**src/rtl/xor_cipher_pkg.sv**
```systemverilog
// ---------------------------------------------------------------------------
// xor_cipher_pkg
// Shared definitions for the xor_cipher_ctrl block:
//   - state_t       : controller state encoding (IDLE / RUN / DONE)
//   - DEF_NIBBLES   : default number of 4-bit nibbles per data word
//   - DEF_KEY_W     : default key register width in bits
// ---------------------------------------------------------------------------
package xor_cipher_pkg;

    localparam int DEF_NIBBLES = 4;
    localparam int DEF_KEY_W   = 8;

    typedef enum logic [1:0] {
        ST_IDLE = 2'd0,
        ST_RUN  = 2'd1,
        ST_DONE = 2'd2
    } state_t;

endpackage : xor_cipher_pkg

```
**src/rtl/mux2to1_4bit.sv**
```systemverilog
// ---------------------------------------------------------------------------
// mux2to1_4bit
// Purely combinational 4-bit two-way select.
// Ports:
//   in1 [3:0] : selected when key = 0
//   in2 [3:0] : selected when key = 1
//   key       : select bit
//   out [3:0] : selected nibble
// ---------------------------------------------------------------------------
module mux2to1_4bit (
    input  logic [3:0] in1,
    input  logic [3:0] in2,
    input  logic       key,
    output logic [3:0] out
);

    assign out = key ? in2 : in1;

endmodule : mux2to1_4bit

```
**src/rtl/xor_cipher_ctrl.sv**
```systemverilog
// ---------------------------------------------------------------------------
// xor_cipher_ctrl
// Nibble-serial XOR-style cipher. An accepted word is processed one nibble
// per cycle, LSB nibble first; each nibble is inverted when the current key
// bit key[ptr] is 1 and passed through otherwise. The key pointer advances
// once per nibble and wraps at KEY_W-1, forming a continuous key stream
// across words.
//
// Build option:
//   XOR_CIPHER_KEY_RESTART_EN : when defined, the key pointer restarts at 0
//                               on every input accept, so each word uses key
//                               bits from 0 upward.
//
// Parameters:
//   NIBBLES : nibbles per word (word width W = 4*NIBBLES)
//   KEY_W   : key register width in bits
// Ports:
//   clk       : clock, rising edge
//   rst       : synchronous active-high reset
//   key_load  : load strobe for key_in (honoured in IDLE only)
//   key_in    : new key value
//   in_valid  : input word valid
//   in_ready  : block accepts an input word (IDLE only)
//   in_data   : input word
//   out_valid : result valid (DONE only)
//   out_ready : downstream accepts the result
//   out_data  : result word, held while out_valid & !out_ready
//   busy      : high whenever the controller is not IDLE
// ---------------------------------------------------------------------------
module xor_cipher_ctrl
    import xor_cipher_pkg::*;
#(
    parameter int NIBBLES = DEF_NIBBLES,
    parameter int KEY_W   = DEF_KEY_W
) (
    input  logic                   clk,
    input  logic                   rst,
    input  logic                   key_load,
    input  logic [KEY_W-1:0]       key_in,
    input  logic                   in_valid,
    output logic                   in_ready,
    input  logic [4*NIBBLES-1:0]   in_data,
    output logic                   out_valid,
    input  logic                   out_ready,
    output logic [4*NIBBLES-1:0]   out_data,
    output logic                   busy
);

    localparam int W     = 4 * NIBBLES;
    localparam int CNT_W = $clog2(NIBBLES + 1);
    localparam int PTR_W = (KEY_W > 1) ? $clog2(KEY_W) : 1;

    // cnt_q reaching NIBBLES means every nibble has been transformed; that
    // extra RUN cycle publishes the finished word into out_data.
    localparam logic [CNT_W-1:0] CNT_LAST = CNT_W'(NIBBLES);
    localparam logic [PTR_W-1:0] PTR_LAST = PTR_W'(KEY_W - 1);

    state_t            state_q, state_d;
    logic [KEY_W-1:0]  key_q, key_d;
    logic [PTR_W-1:0]  ptr_q, ptr_d;
    logic [CNT_W-1:0]  cnt_q, cnt_d;
    logic [W-1:0]      data_q, data_d;
    logic [W-1:0]      out_data_q, out_data_d;

    logic [3:0]        nib_in [NIBBLES];
    logic [3:0]        nib_cur;
    logic [3:0]        nib_out;
    logic              key_bit;
    logic [W-1:0]      data_upd;

    // The word is transformed in place: the nibble at position cnt_q is
    // replaced by its ciphered value, all others are kept.
    for (genvar gi = 0; gi < NIBBLES; gi++) begin : g_nib
        assign nib_in[gi]             = data_q[gi*4 +: 4];
        assign data_upd[gi*4 +: 4]    = (cnt_q == CNT_W'(gi)) ? nib_out : nib_in[gi];
    end

    always_comb begin
        nib_cur = 4'h0;
        for (int i = 0; i < NIBBLES; i++) begin
            if (cnt_q == CNT_W'(i)) begin
                nib_cur = nib_in[i];
            end
        end
    end

    assign key_bit = key_q[ptr_q];

    mux2to1_4bit u_nib_mux (
        .in1 (nib_cur),
        .in2 (~nib_cur),
        .key (key_bit),
        .out (nib_out)
    );

    always_comb begin
        state_d    = state_q;
        key_d      = key_q;
        ptr_d      = ptr_q;
        cnt_d      = cnt_q;
        data_d     = data_q;
        out_data_d = out_data_q;

        unique case (state_q)
            ST_IDLE: begin
                if (key_load) begin
                    key_d = key_in;
                    ptr_d = '0;
                end
                if (in_valid) begin
                    data_d  = in_data;
                    cnt_d   = '0;
                    state_d = ST_RUN;
`ifdef XOR_CIPHER_KEY_RESTART_EN
                    ptr_d   = '0;
`endif
                end
            end
            ST_RUN: begin
                if (cnt_q == CNT_LAST) begin
                    out_data_d = data_q;
                    state_d    = ST_DONE;
                end else begin
                    data_d = data_upd;
                    cnt_d  = cnt_q + CNT_W'(1);
                    ptr_d  = (ptr_q == PTR_LAST) ? '0 : ptr_q + PTR_W'(1);
                end
            end
            ST_DONE: begin
                if (out_ready) begin
                    state_d = ST_IDLE;
                end
            end
            default: begin
                state_d = ST_IDLE;
            end
        endcase
    end

    always_ff @(posedge clk) begin
        if (rst) begin
            state_q    <= ST_IDLE;
            key_q      <= '0;
            ptr_q      <= '0;
            cnt_q      <= '0;
            data_q     <= '0;
            out_data_q <= '0;
        end else begin
            state_q    <= state_d;
            key_q      <= key_d;
            ptr_q      <= ptr_d;
            cnt_q      <= cnt_d;
            data_q     <= data_d;
            out_data_q <= out_data_d;
        end
    end

    assign in_ready  = (state_q == ST_IDLE);
    assign out_valid = (state_q == ST_DONE);
    assign busy      = (state_q != ST_IDLE);
    assign out_data  = out_data_q;

endmodule : xor_cipher_ctrl
```
**config.mk**
```make
export PLATFORM = sky130hd
export DESIGN_NAME = xor_cipher_ctrl
export DESIGN_NICKNAME = d
export VERILOG_FILES = /design/src/rtl/xor_cipher_pkg.sv /design/src/rtl/mux2to1_4bit.sv /design/src/rtl/xor_cipher_ctrl.sv
export SDC_FILE = /design/constraint.sdc
export NUM_CORES = 1
export LEC_CHECK = 0
export BUFFER_PORTS_ARGS = -buffer_cell sky130_fd_sc_hd__buf_4
export CORE_AREA = 2 2 90 92
export CTS_BUF_LIST = sky130_fd_sc_hd__clkbuf_8
export DETAILED_ROUTE_END_ITERATION = 8
export DIE_AREA = 0 0 92 94
export MAX_ROUTING_LAYER = met4
export PLACE_DENSITY = 0.55
export SETUP_SLACK_MARGIN = 0.15
export SLEW_MARGIN = 0
export SYNTH_ARGS = -nofsm -noshare
export SYNTH_HDL_FRONTEND = slang
export SYNTH_SLANG_ARGS = --single-unit
```
**constraint.sdc**
```tcl
create_clock -name clk -period 3.3 [get_ports clk]
set_clock_uncertainty 0.1 [all_clocks]
set_input_delay 0.165 -clock clk [delete_from_list [all_inputs] [get_ports clk]]
set_output_delay 0.165 -clock clk [all_outputs]
set_load 0.02 [all_outputs]
```
==> results.py, run 1 <==
metrics = {
    "run_status": {
        "status": "finished, final reports clean",
    },
    "synthesis": {
        "netlist_area_sq_um": 2250,
        "syn-mean-instance-area_sq_um": 8.11,
        "post-synth-top-area-fraction_pct": 42.6,
        "yosys_register_bits": 48,
        "synthTopCellsByArea": "sky130_fd_sc_hd__dfxtp_1 43%, sky130_fd_sc_hd__nand2_1 9.5%, sky130_fd_sc_hd__a21oi_1 8.2%",
        "postSynthCellCount": 278,
        "synth.net_count": 314,
        "synth-seq-area-share_pct": 42.6,
        "yosysTopAreaCell": "sky130_fd_sc_hd__dfxtp_1",
        "post_synth_num_cell_types": 29,
        "yosys_warnings": 0,
    },
    "grt": {
        "overflow": 0,
        "maximum_number_of_pins_on_one_net_before_global_route_repair": 53,
        "groute.usage.overall_pct": 14.5,
        "grt_antenna_before_repair": 0,
        "first_global_vias": 1946,
        "wire_length_of_the_first_global_routing_pass_um": 9670,
    },
    "clocking": {
        "clock_sinks": 48,
        "h_tree_depth": 2,
        "clkLatencyLatePin_ns": 0.30,
        "clkTransAtPathRegs_ns": 0.09,
        "cts.repair_timing.setup_buffer_count": 0,
        "tritoncts_clock_tree": "built",
        "number_of_cts_inserted_buffers": 5,
        "clk_path_buf_depth": 2,
        "clk_root_buffer_cell": "sky130_fd_sc_hd__clkbuf_8",
    },
    "layout": {
        "area_growth_syn_to_layout_pct": 25.4,
        "post_route_cells_drive_above_1_share_pct": 18.4,
        "antenna-diode-count": 0,
        "nets": 355,
    },
    "detailed_routing": {
        "dr_total_vias": 2096,
        "avgViaCountPerCell": 4.97,
        "wl_per_cell_um": 14.1,
        "antenna_violating_nets_post_route": 0,
        "drc_errors": 0,
        "dr.pass1.iters": 4,
        "dr.first_iter.drc_count": 184,
        "finalWirelength_um": 5930,
    },
    "die": {
        "die_h_um": 94,
        "std_cell_rows": 32,
        "floorplan.initialDensity_pct": 29.6,
        "top_level_ports": 48,
        "core_area_sq_um": 7610,
        "die-width_um": 92,
        "design.die.area_sq_um": 8650,
    },
    "timing": {
        "timing.fmax_mhz": 369,
        "timing_worst_slew_pin_value_ns": 0.786,
        "final-setup-viol-count": 0,
        "report.final.hold_viol_count": 0,
        "number_of_max_slew_violations_in_the_final_report": 0,
        "layout_worst_path_cycle_share_pct": 82.2,
        "worst_hold_slack_ns": 0.00627,
        "rsz0062_at_grt": "false",
        "period_minus_slack_ns": 2.71,
        "total_negative_setup_slacks_ns": 0,
        "max-slew-margin-rel_pct": 47.5,
    },
    "placed_design": {
        "globalplace.congestion": 0.896,
        "portBuffers": 47,
        "detailed_place_hpwl_um": 4280,
    },
    "power_and_ir_drop": {
        "p_leak_nw": 1.07,
        "cellPowerDensity_nw_per_um2": 459,
        "worst_ir_drop_vdd_v": 0.000141,
    },
    "critical_path": {
        "worst_setup_path_start_kind": "flop",
        "worst-endpoint-required_ns": 3.37,
        "worst-setup-path-type": "flop to flop",
        "critical_path.max_fanout": 23,
        "worst_setup_path_end_kind": "flop",
        "timing.critical_path.arrival_ns": 2.78,
    },
    "hold_path": {
        "hold_class": "primary input to flop",
    },
    "flow_run": {
        "total_of_max_cap_violations": 0,
    },
}
==> worst max-delay path, cell delays in order, from the launching register on <==
cell and delay [ns]:
sky130_fd_sc_hd__dfxtp_1 0.79, sky130_fd_sc_hd__nor2b_1 0.65, sky130_fd_sc_hd__nand3_1 0.71, sky130_fd_sc_hd__nand2_1 0.25, sky130_fd_sc_hd__a21oi_1 0.09
==> placed cells by master, fill, tap and decap left out, drive strengths merged, types with 5 or more instances in the layout <==
master   instances
o21ai            8
a21oi           37
ha               7
nand2           57
nand2b          13
dfxtp           48
clkbuf           5
a2111oi         13
nor2            24
buf             48
nor4            13
==> cells in the mapped netlist <==
master,instances
sky130_fd_sc_hd__a22oi_1,1
sky130_fd_sc_hd__nor2_1,24
sky130_fd_sc_hd__ha_1,7
sky130_fd_sc_hd__inv_1,4
sky130_fd_sc_hd__nor4_1,13
sky130_fd_sc_hd__a32oi_1,3
sky130_fd_sc_hd__o21ai_0,8
sky130_fd_sc_hd__nand2_1,57
sky130_fd_sc_hd__a21oi_1,37
sky130_fd_sc_hd__clkbuf_1,18
sky130_fd_sc_hd__and3b_1,1
sky130_fd_sc_hd__nor3_1,4
sky130_fd_sc_hd__o32ai_1,4
sky130_fd_sc_hd__a2111oi_0,9
sky130_fd_sc_hd__nor2b_1,3
sky130_fd_sc_hd__mux4_1,2
sky130_fd_sc_hd__a2111oi_2,1
sky130_fd_sc_hd__mux2i_1,1
sky130_fd_sc_hd__nand2b_1,13
sky130_fd_sc_hd__nand3_1,4
sky130_fd_sc_hd__and3_1,4
sky130_fd_sc_hd__or3_2,1
sky130_fd_sc_hd__a2111oi_1,3
sky130_fd_sc_hd__nand4b_1,1
sky130_fd_sc_hd__or3_1,1
sky130_fd_sc_hd__dfxtp_1,48
sky130_fd_sc_hd__xnor2_1,3
sky130_fd_sc_hd__and2_1,2
sky130_fd_sc_hd__mux2i_4,1
==> repair_timing <==
item / CTS / global route
hold buffers: 4 / 0
gates resized for setup: 0 / 0
hold endpoints to repair: 4 / 0
endpoints found under the setup margin: 0 / 0
==> cell families after synthesis <==
logic type / after synthesis / synth area share, %
DFF: 48 / 42.6
AOI/OAI and AO/OA: 66 / 18.5
xor gates and xnor gates: 3 / 1.17
adders and majority gates: 7 / 3.88
muxes: 4 / 3.77
and+or+nand+nor: 128 / 26.4
buffers and inverters: 22 / 3.66
==> metrics by stage <==
step | cells | total power, mW | utilization [%] | instance area, sq um | setup slack, ns
final | 422 | 1.30 | 37.2 | 2830 | 0.588
after global routing | 422 | 1.37 | 37.2 | 2830 | 0.308
after CTS | 422 | 1.31 | 37.2 | 2830 | 0.532
after detailed placement | 410 | 0.882 | 35.2 | 2680 | 0.543
after global placement | 410 | 0.882 | 35.2 | 2680 | 0.609
after floorplan | 278 | 0.802 | - | 2250 | 1.25
==> final timing paths <==
check | from | to | slack (ns) | cells past startpoint
max | state_q[0]$_SDFFE_PP0P_ | out_data[12]$_SDFFE_PP0P_ | 0.59 | 4
max reg2reg | state_q[0]$_SDFFE_PP0P_ | out_data[12]$_SDFFE_PP0P_ | 0.59 | 4
min | key_in[0] | key_q[0]$_SDFFE_PP0P_ | 0.006 | 3
min reg2reg | key_q[6]$_SDFFE_PP0P_ | key_q[6]$_SDFFE_PP0P_ | 0.36 | 2
==> sequential cells by signal (all words and copies together) (netlist names) <==
name	count
state_q	2
out_data	16
ptr_q	3
cnt_q	3
data_q	16
key_q	8
==> cell type report <==
class / count / area [sq um]
fillers: 792 / 4780
multi-input cells: 208 / 1210
flip-flops and latches: 48 / 961
repair buffers: 52 / 400
well taps: 102 / 128
clock buffers: 5 / 68.8
clock inverters: 3 / 42.5
inverters: 4 / 15.0
==> power breakdown <==
part | switching (mW) | leakage [nW] | internal (mW) | total, mW
clock network | 0.201 | 0.0541 | 0.224 | 0.425
logic | 0.125 | 0.628 | 0.0960 | 0.221
registers | 0.0374 | 0.392 | 0.615 | 0.652
==> routing by layer <==
layer  global-route usage [%]  vias to the layer above  wire (um)
li1                         -                     1066          -
met1                     19.6                      955       2710
met2                     21.6                       61       2770
met3                     2.73                       14        308
met4                     5.85                        0        138
met5                        -                        -          0
(Power assumes the default switching activity.)
==> run 2, diff against run 1 <==
Clock period 3.3 ns to 2.7 ns, I/O delays scaled along.
==> run 2 against run 1 <==
Via count is 2.7% higher. Worst setup slack got worse by 0.29 ns. Combinational power is 30% higher. Routed wire length is 1.6% higher. Utilization grew 0.72 points. Critical path depth rose by 3. Final cell count rose by 1.9%. First-iteration DRC count fell by 23%. Final area grew 1.9%. Flip-flop and latch count unchanged. Critical endpoint is now data_q[15]$_SDFFE_PP0P_.
==> results.py, run 2 (same netlist as run 1, synthesis figures left out) <==
metrics = {
    "grt": {
        "wire_length_of_the_first_global_routing_pass_um": 10000,
        "first_global_vias": 2035,
        "groute.usage.overall_pct": 15.0,
        "overflow": 0,
        "maximum_number_of_pins_on_one_net_before_global_route_repair": 53,
        "grt_antenna_before_repair": 0,
    },
    "critical_path": {
        "worst_setup_path_end_kind": "flop",
        "critical_path.max_fanout": 7,
        "r2r_setup_slack_ns": 0.30,
        "worst-endpoint-required_ns": 2.76,
        "timing.rr.end": "data_q[15]$_SDFFE_PP0P_",
        "r2r.worst_path.cells": 7,
        "worst-setup-path-type": "flop to flop",
        "worst_setup_path_start_kind": "flop",
        "timing.critical_path.arrival_ns": 2.47,
        "regToRegStartpoint": "cnt_q[2]$_SDFFE_PP0P_",
    },
    "flow_run": {
        "total_of_max_cap_violations": 0,
    },
    "layout": {
        "post-route-util_pct": 37.9,
        "fillers": 818,
        "post_route_cells_drive_above_1_share_pct": 18.6,
        "layout.cells.most_common_list": "57 x sky130_fd_sc_hd__nand2_1, 51 x sky130_fd_sc_hd__buf_4, 48 x sky130_fd_sc_hd__dfxtp_1",
        "antenna-diode-count": 0,
        "final_cell_area_sq_um": 2880,
        "layout_commonest_cell": "sky130_fd_sc_hd__nand2_1",
        "nets": 363,
        "area_growth_syn_to_layout_pct": 27.8,
    },
    "power_and_ir_drop": {
        "switchingPower_mw": 0.443,
        "totalPowerFinal_mw": 1.53,
        "clock_power_share_pct": 29.2,
        "sw_frac_of_total_pct": 29.1,
        "combPwrFrac_pct": 18.8,
        "worst_ir_drop_vdd_v": 0.000214,
        "p_int_mw": 1.08,
        "cellPowerDensity_nw_per_um2": 529,
        "p_leak_nw": 1.10,
        "sequential_share_of_power_pct": 52.0,
    },
    "timing": {
        "rsz0062_at_grt": "false",
        "layout_worst_path_cycle_share_pct": 89.1,
        "timing.fmax_mhz": 416,
        "timing_worst_slew_pin_value_ns": 1.04,
        "total_negative_setup_slacks_ns": 0,
        "max-slew-margin-rel_pct": 30.2,
        "number_of_max_slew_violations_in_the_final_report": 0,
        "report.final.hold_viol_count": 0,
        "final-setup-viol-count": 0,
        "period_minus_slack_ns": 2.40,
    },
    "detailed_routing": {
        "finalWirelength_um": 6030,
        "dr.first_iter.drc_count": 142,
        "antenna_violating_nets_post_route": 0,
        "dr_total_vias": 2152,
        "avgViaCountPerCell": 5.00,
        "wl_per_cell_um": 14.0,
        "drc_errors": 0,
        "dr.pass1.iters": 4,
    },
    "clocking": {
        "number_of_cts_inserted_buffers": 5,
        "post_cts_resized": 0,
        "h_tree_depth": 2,
        "clk_root_buffer_cell": "sky130_fd_sc_hd__clkbuf_8",
        "cts.repair_timing.setup_buffer_count": 0,
        "clock_sinks": 48,
        "tritoncts_clock_tree": "built",
        "clk_path_buf_depth": 2,
        "clkLatencyLatePin_ns": 0.30,
        "clkTransAtPathRegs_ns": 0.09,
    },
    "hold_path": {
        "hold_path_end": "state_q[0]$_SDFFE_PP0P_",
        "hold_class": "primary input to flop",
        "hold_path_depth": 3,
        "source_of_the_worst_hold_timing_path": "in_valid",
    },
    "die": {
        "core_area_sq_um": 7610,
        "floorplan.initialDensity_pct": 29.6,
        "top_level_ports": 48,
        "die_h_um": 94,
        "design.die.area_sq_um": 8650,
        "std_cell_rows": 32,
        "die-width_um": 92,
    },
    "placed_design": {
        "portBuffers": 47,
        "globalplace.congestion": 0.843,
        "placed_cell_area_sq_um": 2700,
        "detailed_place_hpwl_um": 4420,
    },
    "run_status": {
        "status": "finished, final reports clean",
    },
}
## run 2: changes by cell type in the layout (fill, tap and decap cells not counted), sizes merged
cell / change
clkbuf: +1
buf: +3
inv: +1
dlygate4sd3: +5
bufinv: -1
clkinv: -1
## run 2: critical path, cell delays in order (launching register included)
cell	delay, ns
sky130_fd_sc_hd__dfxtp_1	0.45
sky130_fd_sc_hd__inv_1	0.11
sky130_fd_sc_hd__ha_1	0.31
sky130_fd_sc_hd__nor2_1	0.27
sky130_fd_sc_hd__a22oi_1	0.12
sky130_fd_sc_hd__or3_2	0.42
sky130_fd_sc_hd__a21oi_1	0.33
sky130_fd_sc_hd__o32ai_1	0.15
## run 2: layout make-up
type | count | area [sq um] | area share, %
clock buffers | 6 | 82.6 | 2.87
multi-input cells | 208 | 1210 | 42.0
inverters | 4 | 15.0 | 0.521
well taps | 102 | 128 | 4.43
flip-flops and latches | 48 | 961 | 33.3
clock inverters | 2 | 11.3 | 0.391
repair buffers | 60 | 473 | 16.4
## run 2: routing by layer
layer	global-route usage, %	vias to the layer above	part of all wire, %
li1	-	1088	-
met1	20.1	1004	47
met2	22.7	49	47
met3	2.01	11	4.0
met4	6.59	0	2.0
met5	-	-	0
## run 2: repair_timing
| item | in CTS | in global routing |
|---|---|---|
| endpoints found under the setup margin | 0 | 0 |
| endpoints found under the hold margin | 9 | 0 |
| hold buffers | 9 | 0 |
## run 2: how the worst max path moves through the flow
stage / from / to / slack [ns] / cells after the start
floorplan: cnt_q[1]$_SDFFE_PP0P_ / data_q[15]$_SDFFE_PP0P_ / 0.65 / 8
global placement: cnt_q[0]$_SDFFE_PP0P_ / out_data[0]$_SDFFE_PP0P_ / 0.46 / 6
detailed placement: cnt_q[2]$_SDFFE_PP0P_ / data_q[15]$_SDFFE_PP0P_ / 0.36 / 7
CTS: cnt_q[2]$_SDFFE_PP0P_ / data_q[15]$_SDFFE_PP0P_ / 0.33 / 7
global route: cnt_q[2]$_SDFFE_PP0P_ / data_q[15]$_SDFFE_PP0P_ / 0.16 / 7
finish: cnt_q[2]$_SDFFE_PP0P_ / data_q[15]$_SDFFE_PP0P_ / 0.30 / 7
## run 2: power groups by stage
stage          Sequential [mW]  Combinational, mW  Clock, mW
2_1_floorplan            0.796              0.184          0
6_report                 0.793              0.287      0.446
3_5_place_dp             0.809              0.276          0
3_3_place_gp             0.810              0.276          0
5_1_grt                  0.798              0.321      0.484
4_1_cts                  0.792              0.287      0.458
## run 2: through the flow
| step | worst slack, ns | cells | hold slack, ns |
|---|---|---|---|
| floorplan | 0.654 | 278 | 0.120 |
| global placement | 0.459 | 413 | 0.291 |
| detailed placement | 0.358 | 413 | 0.294 |
| CTS | 0.335 | 430 | 0.0746 |
| global route | 0.160 | 430 | 0.116 |
| finish | 0.295 | 430 | 0.0738 |
